`src/rtl/ps2_scancode_rx_if.sv`:
```
// Consumer-side bus of the PS/2 scancode receiver: head-of-FIFO view,
// pop strobe and the one-cycle error pulses.
// "release" is a reserved word, so the release flag is carried as is_release.
interface ps2_scancode_rx_if;
  logic       rd_en;
  logic       valid;
  logic [7:0] code;
  logic       extended;
  logic       is_release;
  logic       parity_err;
  logic       timeout_err;
  logic       overflow;

  modport master (
    input  rd_en,
    output valid, code, extended, is_release, parity_err, timeout_err, overflow
  );

  modport slave (
    output rd_en,
    input  valid, code, extended, is_release, parity_err, timeout_err, overflow
  );
endinterface

```
`src/rtl/ps2_scancode_rx.sv`:
```
// PS/2 keyboard receiver: synchronises and glitch-filters the PS/2 pins,
// deframes 11-bit device->host frames with odd parity, and queues scancodes
// in a small show-ahead FIFO.
// Optional feature macro: PS2_PREFIX_DECODE_EN -- when defined, E0/F0 prefix
// bytes are folded into extended/release flags instead of being queued raw.
module ps2_scancode_rx #(
  parameter int FILTER_LEN  = 8,
  parameter int TIMEOUT_CYC = 32000,
  parameter int FIFO_AW     = 2
) (
  input  logic clk,
  input  logic reset,
  input  logic ps2_clk,
  input  logic ps2_data,
  ps2_scancode_rx_if.master bus
);

  localparam int DEPTH = 1 << FIFO_AW;
  localparam int FCW   = $clog2(FILTER_LEN) + 1;
  localparam int TCW   = $clog2(TIMEOUT_CYC + 1);
  localparam int CW    = FIFO_AW + 1;
  localparam logic [FCW-1:0] FILT_LAST = FCW'(FILTER_LEN - 1);
  localparam logic [TCW-1:0] TMO_LAST  = TCW'(TIMEOUT_CYC - 1);
  localparam logic [CW-1:0]  FULL_CNT  = CW'(DEPTH);

  typedef enum logic [1:0] {S_IDLE, S_DATA, S_PARITY, S_STOP} state_t;

  // Input synchronisers and glitch filter
  logic           clk_s1_q, clk_s1_d, clk_s2_q, clk_s2_d;
  logic           dat_s1_q, dat_s1_d, dat_s2_q, dat_s2_d;
  logic           filt_clk_q, filt_clk_d;
  logic [FCW-1:0] filt_cnt_q, filt_cnt_d;
  logic           fall;

  // Deframer
  state_t         state_q, state_d;
  logic [2:0]     bit_cnt_q, bit_cnt_d;
  logic [7:0]     shift_q, shift_d;
  logic           par_q, par_d;
  logic [TCW-1:0] tmo_q, tmo_d;
  logic           byte_vld_q, byte_vld_d;
  logic [7:0]     byte_q, byte_d;
  logic           perr_q, perr_d;
  logic           tmo_err_q, tmo_err_d;

  // Prefix handling and FIFO
`ifdef PS2_PREFIX_DECODE_EN
  logic           ext_q, ext_d, rel_q, rel_d;
`endif
  logic           push, pop, full, wr_en;
  logic [9:0]     push_data;
  logic [9:0]     fifo_mem [DEPTH];
  logic [FIFO_AW-1:0] wr_ptr_q, wr_ptr_d, rd_ptr_q, rd_ptr_d;
  logic [CW-1:0]  count_q, count_d;
  logic           ovf_q, ovf_d;

  // Synchronise both pins; filtered clk only changes after FILTER_LEN stable samples
  always_comb begin
    clk_s1_d   = ps2_clk;
    clk_s2_d   = clk_s1_q;
    dat_s1_d   = ps2_data;
    dat_s2_d   = dat_s1_q;
    filt_clk_d = filt_clk_q;
    filt_cnt_d = '0;
    fall       = 1'b0;
    if (clk_s2_q != filt_clk_q) begin
      if (filt_cnt_q == FILT_LAST) begin
        filt_clk_d = clk_s2_q;
        fall       = filt_clk_q;
      end else begin
        filt_cnt_d = filt_cnt_q + FCW'(1);
      end
    end
  end

  // Frame FSM: advances on filtered falls, aborts to IDLE on a stalled frame
  always_comb begin
    state_d    = state_q;
    bit_cnt_d  = bit_cnt_q;
    shift_d    = shift_q;
    par_d      = par_q;
    byte_vld_d = 1'b0;
    byte_d     = byte_q;
    perr_d     = 1'b0;
    tmo_err_d  = 1'b0;
    tmo_d      = (state_q == S_IDLE || fall) ? '0 : tmo_q + TCW'(1);
    if (fall) begin
      case (state_q)
        S_IDLE: begin
          if (!dat_s2_q) begin
            state_d   = S_DATA;
            bit_cnt_d = 3'd0;
          end
        end
        S_DATA: begin
          shift_d   = {dat_s2_q, shift_q[7:1]};
          bit_cnt_d = bit_cnt_q + 3'd1;
          if (bit_cnt_q == 3'd7) state_d = S_PARITY;
        end
        S_PARITY: begin
          par_d   = dat_s2_q;
          state_d = S_STOP;
        end
        default: begin
          if (dat_s2_q && (^{shift_q, par_q})) begin
            byte_vld_d = 1'b1;
            byte_d     = shift_q;
          end else begin
            perr_d = 1'b1;
          end
          state_d = S_IDLE;
        end
      endcase
    end else if (state_q != S_IDLE && tmo_q == TMO_LAST) begin
      state_d   = S_IDLE;
      shift_d   = '0;
      tmo_d     = '0;
      tmo_err_d = 1'b1;
    end
  end

  // Byte handling (prefix folding) and FIFO pointer/count bookkeeping
  always_comb begin
`ifdef PS2_PREFIX_DECODE_EN
    ext_d     = ext_q;
    rel_d     = rel_q;
    push      = 1'b0;
    push_data = {ext_q, rel_q, byte_q};
    if (byte_vld_q) begin
      if (byte_q == 8'hE0) begin
        ext_d = 1'b1;
      end else if (byte_q == 8'hF0) begin
        rel_d = 1'b1;
      end else begin
        push  = 1'b1;
        ext_d = 1'b0;
        rel_d = 1'b0;
      end
    end
`else
    push      = byte_vld_q;
    push_data = {2'b00, byte_q};
`endif
    pop      = bus.rd_en && (count_q != '0);
    full     = (count_q == FULL_CNT);
    wr_en    = push && (!full || pop);
    ovf_d    = push && full && !pop;
    wr_ptr_d = wr_ptr_q + FIFO_AW'(wr_en);
    rd_ptr_d = rd_ptr_q + FIFO_AW'(pop);
    count_d  = count_q + CW'(wr_en) - CW'(pop);
  end

  // State registers; bus idles high so synchronisers and filter reset to 1
  always_ff @(posedge clk) begin
    if (reset) begin
      clk_s1_q   <= 1'b1;
      clk_s2_q   <= 1'b1;
      dat_s1_q   <= 1'b1;
      dat_s2_q   <= 1'b1;
      filt_clk_q <= 1'b1;
      filt_cnt_q <= '0;
      state_q    <= S_IDLE;
      bit_cnt_q  <= '0;
      shift_q    <= '0;
      par_q      <= 1'b0;
      tmo_q      <= '0;
      byte_vld_q <= 1'b0;
      byte_q     <= '0;
      perr_q     <= 1'b0;
      tmo_err_q  <= 1'b0;
`ifdef PS2_PREFIX_DECODE_EN
      ext_q      <= 1'b0;
      rel_q      <= 1'b0;
`endif
      wr_ptr_q   <= '0;
      rd_ptr_q   <= '0;
      count_q    <= '0;
      ovf_q      <= 1'b0;
    end else begin
      clk_s1_q   <= clk_s1_d;
      clk_s2_q   <= clk_s2_d;
      dat_s1_q   <= dat_s1_d;
      dat_s2_q   <= dat_s2_d;
      filt_clk_q <= filt_clk_d;
      filt_cnt_q <= filt_cnt_d;
      state_q    <= state_d;
      bit_cnt_q  <= bit_cnt_d;
      shift_q    <= shift_d;
      par_q      <= par_d;
      tmo_q      <= tmo_d;
      byte_vld_q <= byte_vld_d;
      byte_q     <= byte_d;
      perr_q     <= perr_d;
      tmo_err_q  <= tmo_err_d;
`ifdef PS2_PREFIX_DECODE_EN
      ext_q      <= ext_d;
      rel_q      <= rel_d;
`endif
      wr_ptr_q   <= wr_ptr_d;
      rd_ptr_q   <= rd_ptr_d;
      count_q    <= count_d;
      ovf_q      <= ovf_d;
    end
  end

  // FIFO storage; contents need no reset because outputs are gated by valid
  always_ff @(posedge clk) begin
    if (wr_en) fifo_mem[wr_ptr_q] <= push_data;
  end

  assign bus.valid       = (count_q != '0);
  assign bus.code        = bus.valid ? fifo_mem[rd_ptr_q][7:0] : 8'h00;
  assign bus.extended    = bus.valid & fifo_mem[rd_ptr_q][9];
  assign bus.is_release  = bus.valid & fifo_mem[rd_ptr_q][8];
  assign bus.parity_err  = perr_q;
  assign bus.timeout_err = tmo_err_q;
  assign bus.overflow    = ovf_q;

endmodule

```
`src/flat_wrapper.sv`:
```
// flat-port wrapper written by rule: the top's interface ports become plain ports
module ps2_scancode_rx_flat 
#(
  parameter int FILTER_LEN  = 8,
  parameter int TIMEOUT_CYC = 32000,
  parameter int FIFO_AW     = 2
)
  (clk, reset, ps2_clk, ps2_data, bus_rd_en, bus_valid, bus_code, bus_extended, bus_is_release, bus_parity_err, bus_timeout_err, bus_overflow);
  ps2_scancode_rx_if bus_i ();
  input  logic clk;
  input  logic reset;
  input  logic ps2_clk;
  input  logic ps2_data;
  input wire logic [$bits(bus_i.rd_en)-1:0] bus_rd_en;
  output wire logic [$bits(bus_i.valid)-1:0] bus_valid;
  output wire logic [$bits(bus_i.code)-1:0] bus_code;
  output wire logic [$bits(bus_i.extended)-1:0] bus_extended;
  output wire logic [$bits(bus_i.is_release)-1:0] bus_is_release;
  output wire logic [$bits(bus_i.parity_err)-1:0] bus_parity_err;
  output wire logic [$bits(bus_i.timeout_err)-1:0] bus_timeout_err;
  output wire logic [$bits(bus_i.overflow)-1:0] bus_overflow;
  assign bus_i.rd_en = bus_rd_en;
  assign bus_valid = bus_i.valid;
  assign bus_code = bus_i.code;
  assign bus_extended = bus_i.extended;
  assign bus_is_release = bus_i.is_release;
  assign bus_parity_err = bus_i.parity_err;
  assign bus_timeout_err = bus_i.timeout_err;
  assign bus_overflow = bus_i.overflow;
  ps2_scancode_rx #(.FILTER_LEN(FILTER_LEN), .TIMEOUT_CYC(TIMEOUT_CYC), .FIFO_AW(FIFO_AW)) u_core (.clk(clk), .reset(reset), .ps2_clk(ps2_clk), .ps2_data(ps2_data), .bus(bus_i));
endmodule
```
`config.mk`:
```
export PLATFORM = sky130hd
export DESIGN_NAME = ps2_scancode_rx_flat
export DESIGN_NICKNAME = d
export VERILOG_FILES = /design/src/rtl/ps2_scancode_rx_if.sv /design/src/rtl/ps2_scancode_rx.sv /design/src/flat_wrapper.sv
export SDC_FILE = /design/constraint.sdc
export NUM_CORES = 1
export LEC_CHECK = 0
export CORE_ASPECT_RATIO = 2
export CORE_MARGIN = 4
export CORE_UTILIZATION = 52
export DETAILED_ROUTE_END_ITERATION = 16
export GPL_TIMING_DRIVEN = 0
export PLACE_DENSITY = 0.71
export SETUP_SLACK_MARGIN = 0.05
export SYNTH_ARGS = -nofsm -noshare
export SYNTH_HDL_FRONTEND = slang
export SYNTH_SLANG_ARGS = --single-unit
```
`constraint.sdc`:
```
create_clock -name clk -period 4.3 [get_ports clk]
set_input_delay 0.86 -clock clk [delete_from_list [all_inputs] [get_ports clk]]
set_output_delay 0.86 -clock clk [all_outputs]
set_load 0.03 [all_outputs]
```
# == After elaboration in Yosys (flattened, before gate mapping) ==
# Memory sizes are Yosys's and may differ from the RTL's. A register that Yosys moved wholly into a read port is not among the register bits.
# Cells that the tools add are included.
# totals
out_inout_bits,14
regBits,57
n_memories,1
ramBits,32
latchBits,0
word_cells,91
in_bits,5
rom_bits,0
# op_classes
n_reduce_logical,26
mul,0
n_lt_le_gt_ge,0
eq_ne,11
mux,22
shifts,0
n_addsub,7
bitwise_logic,5
n_div,0
# memory_table
name,depth,width,rd,rd_ports_with_merged_regs,wr,line,rtl
u_core.fifo_mem,4,8,1,1,1,ps2_scancode_rx.sv:52,logic [9:0] fifo_mem [DEPTH];
# ops
cell,n
15-bit two-way mux,3
8-bit two-way mux,4
"15-bit by 1-bit adder with 15-bit output, second input constant",1
"15-bit equality test, second input constant",1
2-bit two-way mux,5
3-bit AND reduction,3
9-bit XOR reduction,1
1-bit two-way mux,7
"3-bit equality test, second input constant",2
1-bit logical AND,6
"3-bit inequality test, second input constant",2
2-bit case mux with 3 select lines,1
3-bit case mux with 2 select lines,1
2-bit AND reduction,3
2-bit nonzero test,3
3-bit OR reduction,2
5-bit OR reduction,1
2-bit by 1-bit adder with 2-bit output,2
"4-bit by 1-bit adder with 4-bit output, second input constant",1
"4-bit by 3-bit equality test with 1-bit output, second input constant",1
"2-bit inequality test, second input constant",2
3-bit by 1-bit adder with 3-bit output,1
"3-bit by 1-bit adder with 3-bit output, second input constant",1
3-bit two-way mux,1
other kinds (11),16

# == Depth between registers and ports, before layout ==
# Gate-level depths: netlist of the first run.
# logic_depth
word_depth,7
depth_mapped,10
mapped_depth_nobuf,10

# == Least setup slack after synthesis of the first run ==
# No wires, ideal clock.
# synth_timing
path_kind,input -> register
start,in bus_rd_en
end,reg u_core.count_q[2]
cell_stages,10
setup_time_ps,127
t_arrival_ps,2769
path_buffers,0
setup_slack_ps,1404
t_required_ps,4173
cell_sequence,or4b_2 > nand2_1 > ha_1 > inv_1 > ha_1 > inv_1 > fa_1 > xor2_1 > xnor2_1 > nor2_1
# synth_via
elab_chain_cells,5
# synth_rtl
item,line,rtl
"start, declared",flat_wrapper.sv:14,input wire logic [$bits(bus_i.rd_en)-1:0] bus_rd_en;
1-bit logical AND *,ps2_scancode_rx.sv:144,pop = bus.rd_en && (count_q != '0);
1-bit logical OR,ps2_scancode_rx.sv:146,wr_en = push && (!full || pop);
1-bit logical AND,ps2_scancode_rx.sv:146,
3-bit by 1-bit adder with 3-bit output,ps2_scancode_rx.sv:150,count_d = count_q + CW'(wr_en) - CW'(pop);
3-bit by 1-bit subtractor with 3-bit output *,ps2_scancode_rx.sv:150,
"end signal, assigned",ps2_scancode_rx.sv:201,count_q <= count_d;
"end, declared",ps2_scancode_rx.sv:54,"logic [CW-1:0] count_q, count_d;"
# Mark *: on every way between the ends. The rest lies on a longest branch, timed or not.
# A chain may end at the register's enable or synchronous reset.

# == Worst setup path in the final report of the first run ==
# layout_timing
start,reg u_core.count_q[1]
end,out bus_code[3]
# layout_via
elab_chain_cells,2
# layout_rtl
item,line,rtl
3-bit nonzero test,ps2_scancode_rx.sv:211,assign bus.valid = (count_q != '0);
8-bit two-way mux,ps2_scancode_rx.sv:212,assign bus.code = bus.valid ? fifo_mem[rd_ptr_q][7:0] : 8'h00;
"end, declared",flat_wrapper.sv:16,output wire logic [$bits(bus_i.code)-1:0] bus_code;
# Every way passes these cells.

==> flow_metrics.py, run 1 <==
metrics = {
    "run_status": {
        "outcome": "complete, no violations",
    },
    "synthesis": {
        "synth.top_cells.by_area": "dfxtp_1, edfxtp_1, mux4_2, ha_1, xnor2_1",
        "syn_area_per_cell_um2": 11.8,
        "yosysMostFrequentCell": "dfxtp_1",
        "postSynthRegisterBits": 89,
        "ys_dominant_reg_cell": "dfxtp_1",
        "synth.top_cell.area_share": 0.302,
        "synth-seq-area-share": 0.557,
        "yosys.area.top_type": "dfxtp_1",
        "yosys_warnings": 0,
        "async_reset_ff_frac": 0,
        "post_synth_inst_count": 320,
        "ys_types": 40,
        "syn_area_um2": 3770,
        "post_synth_most_frequent_cells": "dfxtp_1, nor2_1, edfxtp_1",
        "synth_edf_count": 32,
    },
    "floorplanning": {
        "std_cell_rows": 43,
        "die_width_um": 68.2,
        "core_region_area_um2": 6990,
        "die_height_um": 128,
        "start_util": 0.539,
        "io_pins": 19,
        "die_area_um2": 8760,
    },
    "timing": {
        "finalHoldWorstSlack_ps": 410,
        "final.setup_skew_ps": 7.17,
        "grt_setup_unrepaired": "no",
        "tightestPinTransition_ps": 1200,
        "report.final.hold_viol_count": 0,
        "portion_of_the_clock_cycle_consumed_by_the_worst_path_in_the_final_layout": 0.761,
        "final.setup.tns_ps": 0,
        "fmax_mhz": 306,
        "final-max-slew-violation-count": 0,
        "post-route-min-period_ps": 3270,
        "max-slew-margin-rel": 0.195,
        "setup_viol": 0,
    },
    "final_layout": {
        "final_layout_size_suffix_gt1_frac": 0.125,
        "num_antenna_cells": 0,
        "fillerInstances": 572,
        "layout-area-overhead-vs-synth_pct": 16.5,
        "nets": 366,
    },
    "clocking": {
        "tritoncts": "done",
        "clkLatencyLatePin_ps": 340,
        "cts_repair_resize_count": 0,
        "clock_path_buffers": 2,
        "cts.root.buffer_cell": "clkbuf_16",
        "numCtsBuffers": 9,
        "cts_num_sinks": 89,
        "post_cts.repair.setup_buffers": 0,
        "cts.clk_slew.worst_paths_ps": 60,
        "clock_tree.htree_level_count": 3,
        "hold_buffers": 0,
    },
    "worst_setup_path": {
        "ff2ff_setup_slack_ps": 1360,
        "worst-endpoint-arrival_ps": 2410,
        "critical_path_peak_fanout": 10,
        "setup.worst_path.end_class": "output port",
        "critical_path.startpoint_type": "flop",
        "critPathKind": "flop to output port",
        "worst-endpoint-required_ps": 3440,
    },
    "grt": {
        "grt_max_degree": 15,
        "globalRouteTotalUtil": 0.175,
        "number_of_antenna_violations_at_the_first_check_in_global_routing": 0,
        "first_global_vias": 2384,
        "grt_pass1_wl_um": 11000,
        "grt.overflow.total": 0,
    },
    "place": {
        "io_buffers": 16,
        "dp.final_hpwl_um": 4800,
        "gpl.final_weighted_congestion": 0.802,
    },
    "routing": {
        "firstDrtPassIters": 4,
        "route.antenna.remaining_nets": 0,
        "routed_wirelength_um": 6670,
        "detail_route.vias_per_cell": 5.25,
        "detailedRoute.firstIterationViolations": 113,
        "detail_route.drc_violations": 0,
        "vias": 2326,
        "average_wire_length_per_cell_after_detail_routing_um": 15.1,
    },
    "power_and_ir_drop": {
        "power-per-cell-area_nw_per_um2": 500,
        "vdd_drop_max_v": 0.000278,
        "standby_leakage_power_nw": 1.50,
    },
    "worst_hold_path": {
        "hp-class": "flop to flop",
    },
    "flow_run": {
        "drv.max_cap_violation_count": 0,
    },
}
## placed cells by master, fill, tap and decap left out, drive strengths merged, types with 2 or more instances in the layout
cell type | netlist | layout
mux2i | 10 | 10
nand3b | 2 | 2
or4b | 2 | 2
nand2 | 14 | 14
a22oi | 12 | 12
or2 | 6 | 6
clkbuf | 6 | 18
clkdlybuf4s50 | 0 | 16
nor4 | 3 | 3
edfxtp | 32 | 32
conb | 1 | 2
clkinv | 0 | 2
nor2 | 38 | 38
nor3b | 2 | 2
nand4 | 3 | 3
ha | 12 | 12
inv | 10 | 10
mux4 | 8 | 8
xor2 | 10 | 10
xnor2 | 16 | 16
nor2b | 14 | 14
and3 | 6 | 6
bufinv | 0 | 2
buf | 7 | 7
nand3 | 11 | 11
nand2b | 17 | 17
dfxtp | 57 | 57
nor3 | 8 | 8
a21oi | 6 | 6
## power breakdown
group          internal, W  total (W)  switching [W]
Sequential        0.000885   0.000900      0.0000149
Clock             0.000557   0.000859       0.000302
Combinational     0.000187   0.000436       0.000249
## through the flow
stage               instance area, um^2  std cells   util  power (W)  setup slack, ps
floorplan                          3780        321      -    0.00120             1400
global placement                   4050        427  0.579    0.00136              874
detailed placement                 4050        427  0.579    0.00136              847
CTS                                4390        443  0.627    0.00222              937
global route                       4390        443  0.628    0.00228              926
finish                             4390        443  0.628    0.00220             1030
## cell families after synthesis
| group | Yosys count | synth area share |
|---|---|---|
| DFF | 89 | 0.557 |
| other | 1 | 0.000994 |
| xor gates and xnor gates | 27 | 0.0663 |
| and+or+nand+nor | 128 | 0.189 |
| adders and majority gates | 13 | 0.0451 |
| buffers and inverters | 23 | 0.0298 |
| AOI/OAI and AO/OA | 21 | 0.0375 |
| muxes | 18 | 0.0743 |
## critical path, stage by stage, from the launching register on
cell and delay, ps:
dfxtp_1 360, nor3_1 970, nor2b_1 110, clkdlybuf4s50_1 640
## registers in the layout, summed over array words and instances (netlist names)
register and count:
u_core.dat_s2_q 1, u_core.par_q 1, u_core.count_q 3, u_core.filt_clk_q 1
u_core.dat_s1_q 1, u_core.clk_s2_q 1, u_core.byte_vld_q 1, u_core.bit_cnt_q 3
u_core.rd_ptr_q 2, u_core.filt_cnt_q 4, u_core.bus.timeout_err 1, u_core.bus.parity_err 1
u_core.wr_ptr_q 2, u_core.shift_q 8, u_core.clk_s1_q 1, u_core.fifo_mem 32
u_core.state_q 2, u_core.bus.overflow 1, u_core.byte_q 8, u_core.tmo_q 15
## cell type report
class,count,area (um^2),area share
clock buffers,12,265,0.0604
well taps,90,113,0.0256
inverters,10,37.5,0.00854
clock inverters,4,73.8,0.0168
repair buffers,16,160,0.0365
plain buffers,13,75.1,0.0171
flip-flops and latches,89,2100,0.478
multi-input cells,209,1570,0.357
## layer usage
| metal | global-route usage | share of wire |
|---|---|---|
| met4 | 0.0879 | 0.025 |
| met5 | 0 | 0 |
| met3 | 0.0463 | 0.027 |
| met1 | 0.158 | 0.34 |
| met2 | 0.334 | 0.61 |
## worst paths after layout
path                             endpoint  cells after the start                          from
min reg2reg    u_core.dat_s2_q$_SDFF_PP1_                      1    u_core.dat_s1_q$_SDFF_PP1_
max reg2reg  u_core.count_q[2]$_SDFF_PP0_                     10  u_core.count_q[1]$_SDFF_PP0_
max                           bus_code[3]                      3  u_core.count_q[1]$_SDFF_PP0_
min            u_core.dat_s2_q$_SDFF_PP1_                      1    u_core.dat_s1_q$_SDFF_PP1_
No activity file was read; power rests on OpenSTA's default activity.
==> inputs of run 2 (changes only) <==
==> constraint.sdc (replaced) <==
create_clock -name clk -period 3.2 [get_ports clk]
set_input_delay 0.64 -clock clk [delete_from_list [all_inputs] [get_ports clk]]
set_output_delay 0.64 -clock clk [all_outputs]
set_load 0.03 [all_outputs]
==> run 2 against run 1 <==
  * Via count about the same
  * Sequential share of layout area decreased by 0.055 points
  * Routed wire length about the same
  * First-iteration DRC count decreased by 8.0%
  * Total power increased by 19%
  * Global-route usage unchanged
  * Clock-buffer cell count unchanged
  * Critical path depth increased by 1
  * Flip-flop and latch count unchanged
  * Clock power increased by 34%
  * Sequential power increased by 34%
  * Critical path type unchanged
  * Largest cell class unchanged
==> flow_metrics.py, run 2 (synthesis gave the netlist of run 1 again) <==
metrics = {
    "worst_setup_path": {
        "critical_path_peak_fanout": 8,
        "cpMaxStageDelayCell": "clkdlybuf4s50_1",
        "worst-endpoint-arrival_ps": 2290,
        "cp_slowest_stage_delay_ps": 610,
        "largest_delay_share_family_worst_path": "buffers and inverters",
        "timing.critical_path.buf_inv": 2,
        "critPathKind": "flop to output port",
        "worst-endpoint-required_ps": 2560,
        "setup.worst_path.end_class": "output port",
        "critical_path.cell_chain": "buf_2, mux4_2, nor2b_1, clkdlybuf4s50_1",
        "critical_path.startpoint_type": "flop",
    },
    "final_layout": {
        "registers.top_by_ff_count": "u_core.fifo_mem",
        "layout.cells.most_common_list": "dfxtp_1, nor2_1, edfxtp_1",
        "largest_reg_flops": 32,
        "num_antenna_cells": 0,
        "final_layout_size_suffix_gt1_frac": 0.127,
        "most_common_cell_after_layout_fill_and_taps_aside": "dfxtp_1",
        "final_core_utilization": 0.629,
        "reg.largest.list": "u_core.fifo_mem: 32 flops, u_core.tmo_q: 15 flops",
        "layout-area-overhead-vs-synth_pct": 16.6,
        "nets": 366,
        "final_cell_area_um2": 4400,
    },
    "routing": {
        "met2WireLength_um": 4060,
        "route.antenna.remaining_nets": 0,
        "average_wire_length_per_cell_after_detail_routing_um": 15.1,
        "wl_met1_um": 2260,
        "detailedRoute.firstIterationViolations": 104,
        "detail_route.vias_per_cell": 5.25,
        "routed_wirelength_um": 6670,
        "firstDrtPassIters": 4,
        "detail_route.drc_violations": 0,
        "met3WireLength_um": 179,
        "vias": 2327,
        "topRoutingLayerUsed": "met4",
    },
    "clocking": {
        "hold_buffers": 0,
        "clock_tree.htree_level_count": 3,
        "clock_path_buffers": 2,
        "clkLatencyLatePin_ps": 340,
        "numCtsBuffers": 9,
        "tritoncts": "done",
        "cts.root.buffer_cell": "clkbuf_16",
        "cts.clk_slew.worst_paths_ps": 60,
        "cts_num_sinks": 89,
    },
    "grt": {
        "first_global_vias": 2384,
        "grt_pass1_wl_um": 11000,
        "grt_max_degree": 15,
        "number_of_antenna_violations_at_the_first_check_in_global_routing": 0,
        "globalRouteTotalUtil": 0.175,
        "grt.overflow.total": 0,
    },
    "timing": {
        "post-route-min-period_ps": 2930,
        "report.final.hold_viol_count": 0,
        "finalWorstSetupSlack_ps": 272,
        "final.setup_skew_ps": 7.16,
        "tightestPinTransition_ps": 1190,
        "portion_of_the_clock_cycle_consumed_by_the_worst_path_in_the_final_layout": 0.915,
        "grt_setup_unrepaired": "no",
        "final-max-slew-violation-count": 0,
        "fmax_mhz": 342,
        "max-slew-margin-rel": 0.198,
        "setup_viol": 0,
    },
    "run_status": {
        "outcome": "complete, no violations",
    },
    "power_and_ir_drop": {
        "power.total_w": 0.00262,
        "vdd_drop_max_v": 0.000366,
        "power-per-cell-area_nw_per_um2": 596,
        "standby_leakage_power_nw": 1.66,
    },
    "place": {
        "dp_worst_setup_slack_ps": -33.3,
        "placed_cell_area_um2": 4050,
        "io_buffers": 16,
        "gpl.final_weighted_congestion": 0.802,
        "dp.final_hpwl_um": 4800,
    },
    "floorplanning": {
        "die_height_um": 128,
        "io_pins": 19,
        "start_util": 0.539,
        "die_area_um2": 8760,
        "std_cell_rows": 43,
        "die_width_um": 68.2,
        "core_region_area_um2": 6990,
    },
    "worst_hold_path": {
        "hp-class": "flop to flop",
    },
    "flow_run": {
        "drv.max_cap_violation_count": 0,
    },
}
[run 2: worst reg2reg max path, cell delays in order (launching register included)]
cell,delay [ps]
dfxtp_1,360
or4b_2,700
nand2_1,180
ha_1,250
inv_1,50
ha_1,130
inv_1,50
fa_1,380
xor2_1,180
xnor2_1,140
nor2_1,50
[run 2: metrics by stage]
| stage | instances | hold slack (ps) | TNS, ps |
|---|---|---|---|
| 3_3_place_gp | 427 | 394 | -6.37 |
| 4_1_cts | 443 | 413 | 0 |
| 5_1_grt | 443 | 430 | 0 |
| 3_5_place_dp | 427 | 398 | -33.3 |
| 6_report | 443 | 410 | 0 |
| 2_1_floorplan | 321 | 389 | 0 |
[run 2: area by class of cell]
class	instances	area, um^2
fillers	572	2600
clock inverters	4	73.8
flip-flops and latches	89	2100
well taps	90	113
multi-input cells	209	1570
plain buffers	13	75.1
repair buffers	16	160
inverters	10	37.5
clock buffers	12	265
[run 2: worst paths after layout]
check,from,end,slack [ps],cells after the start
max,u_core.rd_ptr_q[0]$_SDFF_PP0_,bus_code[4],270,4
max reg2reg,u_core.count_q[1]$_SDFF_PP0_,u_core.count_q[2]$_SDFF_PP0_,600,10
min,u_core.dat_s1_q$_SDFF_PP1_,u_core.dat_s2_q$_SDFF_PP1_,410,1
min reg2reg,u_core.dat_s1_q$_SDFF_PP1_,u_core.dat_s2_q$_SDFF_PP1_,410,1
[run 2: power by group]
part | leakage [nW] | internal [W] | total, W | switching [W]
registers | 0.833 | 0.00119 | 0.00121 | 0.0000221
clock network | 0.169 | 0.000748 | 0.00115 | 0.000404
logic | 0.662 | 0.000113 | 0.000256 | 0.000143
total | 1.66 | 0.00205 | 0.00262 | 0.000569
[run 2: per-layer routing]
layer | GRT usage | vias to the layer above
met5 | 0 | -
met4 | 0.0879 | 0
met3 | 0.0463 | 12
met2 | 0.334 | 23
met1 | 0.158 | 1125
li1 | - | 1167
[run 2: repair_timing]
item                       CTS  global route
buffers inserted             0             0
resized for setup            0             1
hold endpoints to repair     0             0
setup endpoints to repair    0             1
==> inputs of run 3 (changes only) <==
--- a/config.mk
+++ b/config.mk
@@ -7,10 +7,10 @@
 export LEC_CHECK = 0
 export CORE_ASPECT_RATIO = 2
 export CORE_MARGIN = 4
-export CORE_UTILIZATION = 52
+export CORE_UTILIZATION = 45
 export DETAILED_ROUTE_END_ITERATION = 16
 export GPL_TIMING_DRIVEN = 0
-export PLACE_DENSITY = 0.71
+export MAX_ROUTING_LAYER = met4
 export SETUP_SLACK_MARGIN = 0.05
 export SYNTH_ARGS = -nofsm -noshare
 export SYNTH_HDL_FRONTEND = slang
==> run 3 against run 2 <==
  * Clock power shrank 14%
  * Critical path depth rose by 7
  * Clock skew fell by 2.0 ps
  * Non-clock buffer count is the same
  * Design area down 1.1%
  * Critical path type is now input port to flop
  * Critical endpoint is now u_core.count_q[2]$_SDFF_PP0_
  * Highest routed layer unchanged
==> flow_metrics.py, run 3 (synthesis gave the netlist of run 1 again) <==
metrics = {
    "timing": {
        "setup_viol": 0,
        "final.setup.tns_ps": 0,
        "grt_setup_unrepaired": "no",
        "portion_of_the_clock_cycle_consumed_by_the_worst_path_in_the_final_layout": 0.912,
        "post-route-min-period_ps": 2920,
        "tightestPinTransition_ps": 1220,
        "max-slew-margin-rel": 0.179,
        "finalWorstSetupSlack_ps": 283,
        "finalHoldWorstSlack_ps": 407,
        "report.final.hold_viol_count": 0,
        "final-max-slew-violation-count": 0,
        "final.setup_skew_ps": 5.16,
        "fmax_mhz": 343,
    },
    "worst_setup_path": {
        "critPathKind": "input port to flop",
        "worst-endpoint-required_ps": 3400,
        "critical_path_peak_fanout": 4,
        "ff2ff_setup_slack_ps": 600,
        "worst-endpoint-arrival_ps": 3120,
        "setup.worst_path.end_class": "flop",
        "critical_path.startpoint_type": "input port",
    },
    "run_status": {
        "outcome": "complete, no violations",
    },
    "power_and_ir_drop": {
        "standby_leakage_power_nw": 1.63,
        "vdd_drop_max_v": 0.000307,
        "power-per-cell-area_nw_per_um2": 563,
        "power.total_w": 0.00245,
    },
    "floorplanning": {
        "die_width_um": 72.7,
        "io_pins": 19,
        "start_util": 0.458,
        "std_cell_rows": 47,
        "core_region_area_um2": 8230,
        "die_height_um": 137,
        "die_area_um2": 10000,
    },
    "clocking": {
        "numCtsBuffers": 9,
        "clock_path_buffers": 2,
        "clock_tree.htree_level_count": 3,
        "cts.clk_slew.worst_paths_ps": 60,
        "cts_num_sinks": 89,
        "tritoncts": "done",
        "cts.root.buffer_cell": "clkbuf_16",
        "clkLatencyLatePin_ps": 330,
        "post_cts.repair.setup_buffers": 0,
        "hold_buffers": 0,
    },
    "final_layout": {
        "layout-area-overhead-vs-synth_pct": 15.4,
        "most_common_cell_after_layout_fill_and_taps_aside": "dfxtp_1",
        "final_layout_size_suffix_gt1_frac": 0.116,
        "reg.largest.list": "u_core.fifo_mem: 32 flops, u_core.tmo_q: 15 flops",
        "largest_reg_flops": 32,
        "layout.cells.most_common_list": "dfxtp_1, nor2_1, edfxtp_1",
        "registers.top_by_ff_count": "u_core.fifo_mem",
        "nets": 366,
        "num_antenna_cells": 0,
        "final_core_utilization": 0.529,
    },
    "routing": {
        "average_wire_length_per_cell_after_detail_routing_um": 14.3,
        "firstDrtPassIters": 4,
        "route.antenna.remaining_nets": 0,
        "detail_route.vias_per_cell": 5.06,
        "vias": 2281,
        "routed_wirelength_um": 6440,
        "detailedRoute.firstIterationViolations": 86,
        "detail_route.drc_violations": 0,
    },
    "grt": {
        "globalRouteTotalUtil": 0.152,
        "grt_max_degree": 15,
        "first_global_vias": 2361,
        "grt_pass1_wl_um": 11100,
        "grt.overflow.total": 0,
        "number_of_antenna_violations_at_the_first_check_in_global_routing": 0,
    },
    "place": {
        "dp.final_hpwl_um": 5030,
        "gpl.final_weighted_congestion": 0.780,
        "dp_worst_setup_slack_ps": -45.7,
        "io_buffers": 16,
    },
    "flow_run": {
        "drv.max_cap_violation_count": 0,
    },
    "worst_hold_path": {
        "hp-class": "flop to flop",
    },
}
-- run 3: repair_timing --
item                                   CTS  global route
resized for setup                        1             0
endpoints found under the hold margin    0             0
setup endpoints to repair                3             0
-- run 3: layer usage --
metal  up-vias  GRT usage  wire (um)
li1       1168          -          -
met5         -          -          0
met1      1071      0.136       2170
met2        30      0.289       3900
met4         0     0.0729        195
met3        12     0.0358        171
-- run 3: power breakdown --
group	total [W]	switching [W]	internal, W
combinational	0.000251	0.000139	0.000112
sequential	0.00121	0.0000210	0.00119
clock	0.000988	0.000384	0.000604
-- run 3: path summary, 6_finish.rpt --
path / depth (start not counted) / from / endpoint
worst max-delay path: 11 / bus_rd_en / u_core.count_q[2]$_SDFF_PP0_
worst min-delay path: 1 / u_core.dat_s1_q$_SDFF_PP1_ / u_core.dat_s2_q$_SDFF_PP1_
worst max register to register: 10 / u_core.count_q[1]$_SDFF_PP0_ / u_core.count_q[2]$_SDFF_PP0_
worst min register to register: 1 / u_core.dat_s1_q$_SDFF_PP1_ / u_core.dat_s2_q$_SDFF_PP1_
-- run 3: area by class of cell --
cell class / instances / area [um^2]
clock inverter: 3 / 42.5
sequential: 89 / 2100
buffer: 13 / 75.1
fill: 735 / 3880
clock buffer: 13 / 240
inverter: 10 / 37.5
timing repair buffer: 16 / 160
multi-input combinational: 209 / 1570
tap: 98 / 123
-- run 3: metrics by stage --
step | cells | area [um^2]
after floorplan | 321 | 3780
after global placement | 435 | 4060
after detailed placement | 435 | 4060
after CTS | 451 | 4350
after global routing | 451 | 4350
final | 451 | 4350
-- run 3: critical path, stage by stage --
cell and delay, ps:
clkdlybuf4s50_1 410, or4b_2 650, nand2_1 180, ha_1 260, inv_1 60, ha_1 140, inv_1 50, fa_1 370
xor2_1 170, xnor2_1 140, nor2_1 50
